### src/rtl/fir_tile_seq_if.sv
// Upstream sample stream into the tile sequencer: valid/ready handshake plus sample.
interface fir_tile_seq_if #(
  parameter int DATA_W = 32
);
  logic              in_valid;
  logic              in_ready;
  logic [DATA_W-1:0] in_sample;

  modport master (output in_valid, output in_sample, input in_ready);
  modport slave  (input in_valid, input in_sample, output in_ready);
endinterface

### src/rtl/fir_tile_seq.sv
// Frame sequencer for one tile of NUM_PE chained PEs: feeds samples, drains the
// chain with NUM_PE-1 zero slots, flushes, and tracks last-PE output validity.
module fir_tile_seq #(
  parameter int NUM_PE  = 16,
  parameter int DATA_W  = 32,
  parameter int LEN_W   = 16,
  parameter int SHIFT_W = 4
) (
  input  logic               clk,
  input  logic               rst,
  input  logic               cfg_start,
  input  logic [LEN_W-1:0]   cfg_frame_len,
  input  logic               cfg_is_auto,
  input  logic [SHIFT_W-1:0] cfg_shift,
  fir_tile_seq_if.slave      in_if,
  output logic               pe_valid,
  output logic               pe_enable,
  output logic               pe_flush,
  output logic               pe_is_auto,
  output logic [SHIFT_W-1:0] pe_shift,
  output logic [DATA_W-1:0]  pe_sample,
  output logic               out_valid,
  output logic               out_last,
  output logic               busy,
  output logic               done,
  output logic               underrun
);

  localparam int DRN_W = $clog2(NUM_PE);
  localparam logic [DRN_W-1:0] DRN_LOAD = DRN_W'(NUM_PE - 1);

  typedef enum logic [2:0] {
    S_IDLE  = 3'd0,
    S_RUN   = 3'd1,
    S_DRAIN = 3'd2,
    S_WAIT  = 3'd3,
    S_FLUSH = 3'd4
  } state_t;

  state_t           state, state_nxt;
  logic [LEN_W-1:0] slot_cnt;
  logic [DRN_W-1:0] drn_cnt;
  logic             start_ok;
  logic             issue;
  logic             last_issue;
  logic             in_ready_c;
  logic             pend;
  logic             last_p0;
  logic             vld_p1;
  logic             last_p1;

  // Chain still holds a slot that has not reached the last PE output register.
  assign pend = pe_valid | (~pe_is_auto & vld_p1);

  always_ff @(posedge clk or posedge rst) begin
    if (rst) state <= S_IDLE;
    else     state <= state_nxt;
  end

  always_comb begin
    state_nxt = state;
    case (state)
      S_IDLE:  if (cfg_start && (cfg_frame_len != '0)) state_nxt = S_RUN;
      S_RUN:   if (slot_cnt == LEN_W'(1))              state_nxt = S_DRAIN;
      S_DRAIN: if (drn_cnt == DRN_W'(1))               state_nxt = S_WAIT;
      S_WAIT:  if (!pend)                              state_nxt = S_FLUSH;
      S_FLUSH:                                         state_nxt = S_IDLE;
      default:                                         state_nxt = S_IDLE;
    endcase
  end

  always_comb begin
    start_ok   = (state == S_IDLE) && cfg_start && (cfg_frame_len != '0);
    in_ready_c = (state == S_RUN);
    issue      = (state == S_RUN) || (state == S_DRAIN);
    last_issue = (state == S_DRAIN) && (drn_cnt == DRN_W'(1));
    busy       = (state != S_IDLE);
  end

  assign in_if.in_ready = in_ready_c;

  // p0: slot issue into the tile; counters and latched frame config
  always_ff @(posedge clk or posedge rst) begin
    if (rst) begin
      slot_cnt   <= '0;
      drn_cnt    <= '0;
      pe_valid   <= 1'b0;
      pe_enable  <= 1'b0;
      pe_sample  <= '0;
      pe_is_auto <= 1'b0;
      pe_shift   <= '0;
      pe_flush   <= 1'b0;
      done       <= 1'b0;
      underrun   <= 1'b0;
      last_p0    <= 1'b0;
    end else begin
      if (start_ok) begin
        slot_cnt   <= cfg_frame_len;
        pe_is_auto <= cfg_is_auto;
        pe_shift   <= cfg_shift;
      end else if (state == S_RUN) begin
        slot_cnt <= slot_cnt - LEN_W'(1);
      end

      if ((state == S_RUN) && (state_nxt == S_DRAIN)) drn_cnt <= DRN_LOAD;
      else if (state == S_DRAIN)                      drn_cnt <= drn_cnt - DRN_W'(1);

      if (start_ok)                                underrun <= 1'b0;
      else if ((state == S_RUN) && !in_if.in_valid) underrun <= 1'b1;

      pe_valid  <= issue;
      pe_enable <= issue;
      pe_sample <= ((state == S_RUN) && in_if.in_valid) ? in_if.in_sample : '0;
      last_p0   <= last_issue;
      pe_flush  <= (state_nxt == S_FLUSH);
      done      <= (state_nxt == S_FLUSH);
    end
  end

  // p1/p2: last-PE validity, one register deep in auto mode, two in FIR mode
  always_ff @(posedge clk or posedge rst) begin
    if (rst) begin
      vld_p1    <= 1'b0;
      last_p1   <= 1'b0;
      out_valid <= 1'b0;
      out_last  <= 1'b0;
    end else begin
      vld_p1    <= pe_valid;
      last_p1   <= last_p0;
      out_valid <= pe_is_auto ? pe_valid : vld_p1;
      out_last  <= pe_is_auto ? last_p0  : last_p1;
    end
  end

endmodule

### src/flat_wrapper.sv
// flat-port wrapper written by rule: the top's interface ports become plain ports
module fir_tile_seq_flat 
#(
  parameter int NUM_PE  = 16,
  parameter int DATA_W  = 32,
  parameter int LEN_W   = 16,
  parameter int SHIFT_W = 4
)
  (clk, rst, cfg_start, cfg_frame_len, cfg_is_auto, cfg_shift, pe_valid, pe_enable, pe_flush, pe_is_auto, pe_shift, pe_sample, out_valid, out_last, busy, done, underrun, in_if_in_valid, in_if_in_sample, in_if_in_ready);
  fir_tile_seq_if #(.DATA_W(DATA_W)) in_if_i ();
  input  logic clk;
  input  logic rst;
  input  logic cfg_start;
  input  logic [LEN_W-1:0] cfg_frame_len;
  input  logic cfg_is_auto;
  input  logic [SHIFT_W-1:0] cfg_shift;
  output logic pe_valid;
  output logic pe_enable;
  output logic pe_flush;
  output logic pe_is_auto;
  output logic [SHIFT_W-1:0] pe_shift;
  output logic [DATA_W-1:0] pe_sample;
  output logic out_valid;
  output logic out_last;
  output logic busy;
  output logic done;
  output logic underrun;
  input wire logic [$bits(in_if_i.in_valid)-1:0] in_if_in_valid;
  input wire logic [$bits(in_if_i.in_sample)-1:0] in_if_in_sample;
  output wire logic [$bits(in_if_i.in_ready)-1:0] in_if_in_ready;
  assign in_if_i.in_valid = in_if_in_valid;
  assign in_if_i.in_sample = in_if_in_sample;
  assign in_if_in_ready = in_if_i.in_ready;
  fir_tile_seq #(.NUM_PE(NUM_PE), .DATA_W(DATA_W), .LEN_W(LEN_W), .SHIFT_W(SHIFT_W)) u_core (.clk(clk), .rst(rst), .cfg_start(cfg_start), .cfg_frame_len(cfg_frame_len), .cfg_is_auto(cfg_is_auto), .cfg_shift(cfg_shift), .in_if(in_if_i), .pe_valid(pe_valid), .pe_enable(pe_enable), .pe_flush(pe_flush), .pe_is_auto(pe_is_auto), .pe_shift(pe_shift), .pe_sample(pe_sample), .out_valid(out_valid), .out_last(out_last), .busy(busy), .done(done), .underrun(underrun));
endmodule
### config.mk
export PLATFORM = sky130hd
export DESIGN_NAME = fir_tile_seq_flat
export DESIGN_NICKNAME = d
export VERILOG_FILES = /design/src/rtl/fir_tile_seq_if.sv /design/src/rtl/fir_tile_seq.sv /design/src/flat_wrapper.sv
export SDC_FILE = /design/constraint.sdc
export NUM_CORES = 1
export LEC_CHECK = 0
export ABC_AREA = 1
export BUFFER_PORTS_ARGS = -buffer_cell sky130_fd_sc_hd__buf_2
export CORE_ASPECT_RATIO = 0.8
export CORE_MARGIN = 5
export CORE_UTILIZATION = 25
export CTS_CLUSTER_SIZE = 24
export DETAILED_ROUTE_END_ITERATION = 8
export MAX_ROUTING_LAYER = met4
export SETUP_SLACK_MARGIN = 0.5
export SLEW_MARGIN = 20
export SYNTH_ARGS = -nofsm -noshare
export SYNTH_HDL_FRONTEND = slang
export SYNTH_SLANG_ARGS = --single-unit
export TNS_END_PERCENT = 5
### constraint.sdc
create_clock -name clk -period 2.64 [get_ports clk]
set_input_delay 0.528 -clock clk [delete_from_list [all_inputs] [get_ports clk]]
set_output_delay 0.528 -clock clk [all_outputs]
set_load 0.02 [all_outputs]
==> Word-level counts from Yosys, hierarchy flattened <==
Index checks and enable logic that the tools add are counted.
{ "word_totals": {"output_inout_bits": 46, "input_bits": 57, "ff_bits": 68, "word_cells": 55} }
{ "classes": {"n_addsub": 2, "n_reduce_logical": 15, "bitwise_logic": 3, "muxes": 14, "n_eq_ne": 7} }
{ "ops": {"columns": ["operator", "n"], "rows": [
  ["two-way mux 16 bit", 2],
  ["two-way mux 32 bit", 1],
  ["equality test 16 x 1 -> 1 bit, second input constant", 1],
  ["nonzero test 16 bit", 1],
  ["subtractor 16 x 1 -> 16 bit, second input constant", 1],
  ["two-way mux 3 bit", 4],
  ["one-hot mux 3 bit (4 select lines)", 1],
  ["equality test 3 x 2 -> 1 bit, second input constant", 3],
  ["two-way mux 4 bit", 2],
  ["logical AND 1 bit", 7],
  ["nonzero test 2 bit", 3],
  ["equality test 4 x 1 -> 1 bit, second input constant", 1],
  ["two-way mux 1 bit", 4],
  ["subtractor 4 x 1 -> 4 bit, second input constant", 1],
  ["equality test 3 x 1 -> 1 bit, second input constant", 1],
  ["equality test 3 bit, second input constant", 1],
  ["logical NOT 3 bit", 1],
  ["nonzero test 3 bit", 1],
  ["bitwise AND 1 bit", 1],
  ["logical NOT 1 bit", 1],
  ["logical OR 1 bit", 1],
  ["inverter 1 bit", 1],
  ["OR 1 bit", 1]
]} }

==> Logic depth before layout (Yosys ltp) <==
{ "depth": {"depth_word": 8, "ltp_mapped": 9, "ltp_nobuf": 9} }

==> Worst setup path before layout <==
Ideal clock, no wire load.
{ "synth_timing": {"path_kind": "register -> output", "from": "register u_core.state[2]", "to": "output port in_if_in_ready", "arrival_time_ns": 0.954, "slack_ns": 1.158, "path_buffers": 1, "stages_incl_launch_ff": 5, "t_required_ns": 2.112, "cell_sequence": "dfrtp_1 > nor2_4 > nand2_4 > inv_2 > buf_4"} }
{ "synth_via": {"elab_chain_cells": 1} }
{ "synth_lines": {"columns": ["item", "line_no", "source"], "rows": [
  ["from (decl)", "fir_tile_seq.sv:40", "state_t state, state_nxt;"],
  ["from (signal assigned)", "fir_tile_seq.sv:57", "else state <= state_nxt;"],
  ["equality test 3 x 1 -> 1 bit", "fir_tile_seq.sv:74", "in_ready_c = (state == S_RUN);"],
  ["to (decl)", "flat_wrapper.sv:30", "output wire logic [$bits(in_if_i.in_ready)-1:0] in_if_in_ready;"]
]} }
No other way between the ends.

==> Worst setup path in the final report <==
Same ends and word-level chain as after synthesis.

==> metrics.md <==
| Metric | Value |
|---|---|
| Critical path launch point type | register |
| Slew @ Worst Pin | approximately 0.43 ns |
| Finished Cell Area | 4094 µm² |
| Layout cell share with drive strength beyond 1 | 0.2902 |
| Worst endpoint data arrival time | 1.51 ns |
| Multi-input logic area | 1126 µm² |
| Area Overhead vs Synth | 30.93% |
| Worst slew margin | 0.7101 |
| I/O pins | 103 |
| CTS tree | built |
| Starting Density | 0.2562 |
| CTS max path bufs | 2 |
| Slowest cell on the critical path | dfrtp_1 |
| PortBufs | 102 |
| Fin. max-slew vios | 0 |
| Syn Std Cell Area | 3127 µm² |
| Final wirelength | 8.099 mm |
| Worst-skew pair later-pin latency | 0.33 ns |
| # Max-Cap Violations | 0 |
| Pwr Density | about 640 nW/µm² |
| Met2 Usage GRT | 0.1795 |
| Post-synthesis cell count | between 300 and 400 |
| CP endpoint kind | primary output |
| Synth Register Bits | just under 70 |
| M3 GR Usage | 0.04174 |
| H-tree depth | 3 |
| GRT Total Usage | 0.1175 |
| Cell Int Power | 1916 µW |
| DP Area | 3794 µm² |
| Drt first pass iters | 4 |
| Synth Warn # | 0 |
| Async set-reset flop share out of synthesis | 1.000 |
| Clock power share | 0.445 |
| Routed via count | 2689 |
| Largest net degree at the start of global routing | 34 |
| Most used routing layer | met2 |
| First-pass GRT wire length | ~13 mm |
| Diode count | 0 |
| Vias per std cell | between 4 and 5 |
| Outcome | finished clean |
| CP Data Required Time | 2.11 ns |
| Die Ht | 110.0 µm |
| Setup Fix Bufs, Post-CTS | 0 |
| Slowest Stage Delay on Critical Path | 0.46 ns |
| Tightest Hold Check Type | in -> async |
| Final Hold Viols | 0 |
| Library cells used by synthesis | 32 |
| GR Util met1 | 0.1474 |
| Sequential power share | 0.444 |
| Worst-path fanout max | 19 |
| WL per Instance | 12.46 µm |
| Row count | 36 |
| Crit path kind | reg -> out |
| Routability cong. | 0.8928 |
| Vias in the first global route | 2704 |
| R2R Setup Slk | 1.09 ns |
| Most frequent cells in the layout | buf_2 (102), nand2_1 (75), nor2_1 (70) |
| Fmax | 489.6 MHz |
| Setup Skew | a little over 0.007 ns |
| DPL Wire Length | a little over 6 mm |
| Register area share after synthesis | 0.5442 |
| Critical path buffers and inverters | 2 |
| Hold Slack | 0.1253 ns |
| DRT antenna net count | 0 |
| Initial antenna violation count | 0 |
| CTS Sinks | 68 |
| Post-Route Setup TNS | 0 ns |
| Initial DRC Count | 152 |
| Root Buffer | clkbuf_16 |
| Clock transition at path regs | 0.06 ns |
| Hold-fix buffers, CTS | 0 |
| Final setup vio count | 0 |
| NetSw | 692.5 µW |
| RSZ-0062 raised after global routing | false |
| Detailed-route DRC error count | 0 |
| Switching Share | 0.2655 |
| Logic pwr share | 0.110 |
| Filler Cell Count | ~1300 |
| EDFF count, synth | 0 |
| Delay-heaviest family, CP | flip-flops |
| Syn avg cell area | 8.497 µm² |
| Cell breakdown of the critical path | nor2_4 -> nand2_4 -> inv_6 -> buf_2 |
| Top FF cell, synth | dfrtp_1 |
| Syn nets | approximately 430 |
| Die area | ~15000 µm² |
| Most common cell after layout, fill and taps aside | buf_2 |
| Fin crit share | 0.7737 |
| Gr ovfl total | 0 |
| Min Tclk post-route | 2.043 ns |
| Leak | 0.002188 µW |
| Total CTS buffers | 9 |
| Register area | 1702 µm² |
| Maximum vdd drop | 0.3514 mV |
| Die Wd | 135.0 µm |
| Placeable core region | ~12000 µm² |
| Final nets | 535 |
-- routing by layer --
| metal | up-vias | part of all wire |
|---|---|---|
| li1 | 1347 | - |
| met1 | 1249 | 0.47 |
| met2 | 86 | 0.45 |
| met3 | 7 | 0.072 |
| met4 | 0 | 0.010 |
| met5 | - | 0 |
-- power groups by stage --
stage,Sequential (µW),Clock [µW],Combinational [µW]
floorplan,1210,0,138
global route,1170,1260,322
CTS,1160,1210,292
global placement,1180,0,285
detailed placement,1180,0,291
finish,1160,1160,288
-- cell families (layout without fill, tap and decap cells) --
group | count (synthesis) | in the layout | synth area share
adder cells (fa/ha/maj) | 4 | 4 | 0.01601
AO/OA/AOI/OAI | 14 | 14 | 0.02761
buffers and inverters | 66 | 177 | 0.09564
AND/OR/NAND/NOR | 212 | 212 | 0.3053
flip-flops | 68 | 68 | 0.5442
XOR/XNOR | 4 | 4 | 0.01121
-- flip-flops by register name (all words and copies together) (netlist names), 3 cells and up --
signal	flops
u_core.drn_cnt	4
u_core.pe_sample	32
u_core.pe_shift	4
u_core.slot_cnt	16
u_core.state	3
-- repair_timing --
action                     4_1_cts  5_1_grt
pin swaps                        0        0
setup endpoints to repair        1        1
resized for setup                1        1
-- path summary, 6_finish.rpt --
kind                               startpoint                    to  depth (start not counted)
hold reg to reg                u_core.last_p0        u_core.last_p1                          0
hold / removal                            rst  u_core.pe_sample[23]                          2
setup reg to reg           u_core.slot_cnt[2]   u_core.slot_cnt[11]                          8
setup / recovery              u_core.state[2]        in_if_in_ready                          4
max in group asynchronous                 rst        u_core.last_p0                          3
min in group clk               u_core.last_p0        u_core.last_p1                          0
-- through the flow --
stage	util	setup slack [ns]	power [µW]	std cells
after floorplan	-	1.158	1344	368
after global placement	0.3108	0.7203	1461	634
after detailed placement	0.3108	0.7026	1468	634
after CTS	0.3352	0.5443	2661	650
after global routing	0.3354	0.5063	2747	650
final	0.3354	0.5974	2609	650
-- synthesized netlist by cell type (2+ instances only) --
library cell  number  area share
nand3_1           48       0.077
xnor2_1            2      0.0056
inv_2              2      0.0024
ha_1               4       0.016
o21ai_0            6      0.0096
xor2_1             2      0.0056
nor2_1            70       0.084
buf_2              3      0.0048
a21oi_1            2      0.0032
buf_4              3      0.0072
buf_6              2      0.0072
nand2_2            3      0.0060
inv_1             53       0.064
nor3_1             3      0.0048
o21a_1             2      0.0048
nor4_1             2      0.0040
nand2_1           75       0.090
nand2_4            3       0.011
nand3_2            3      0.0096
dfrtp_1           68        0.54
-- layout make-up --
cell class              count  area share
clock buffers              11     0.06174
clock inverters             5     0.01039
inverters                  56     0.05471
multi-input cells         234      0.2751
flip-flops and latches     68      0.4156
well taps                 171     0.05226
repair buffers            105      0.1302
Note: power is estimated with default switching activity, not from simulation.
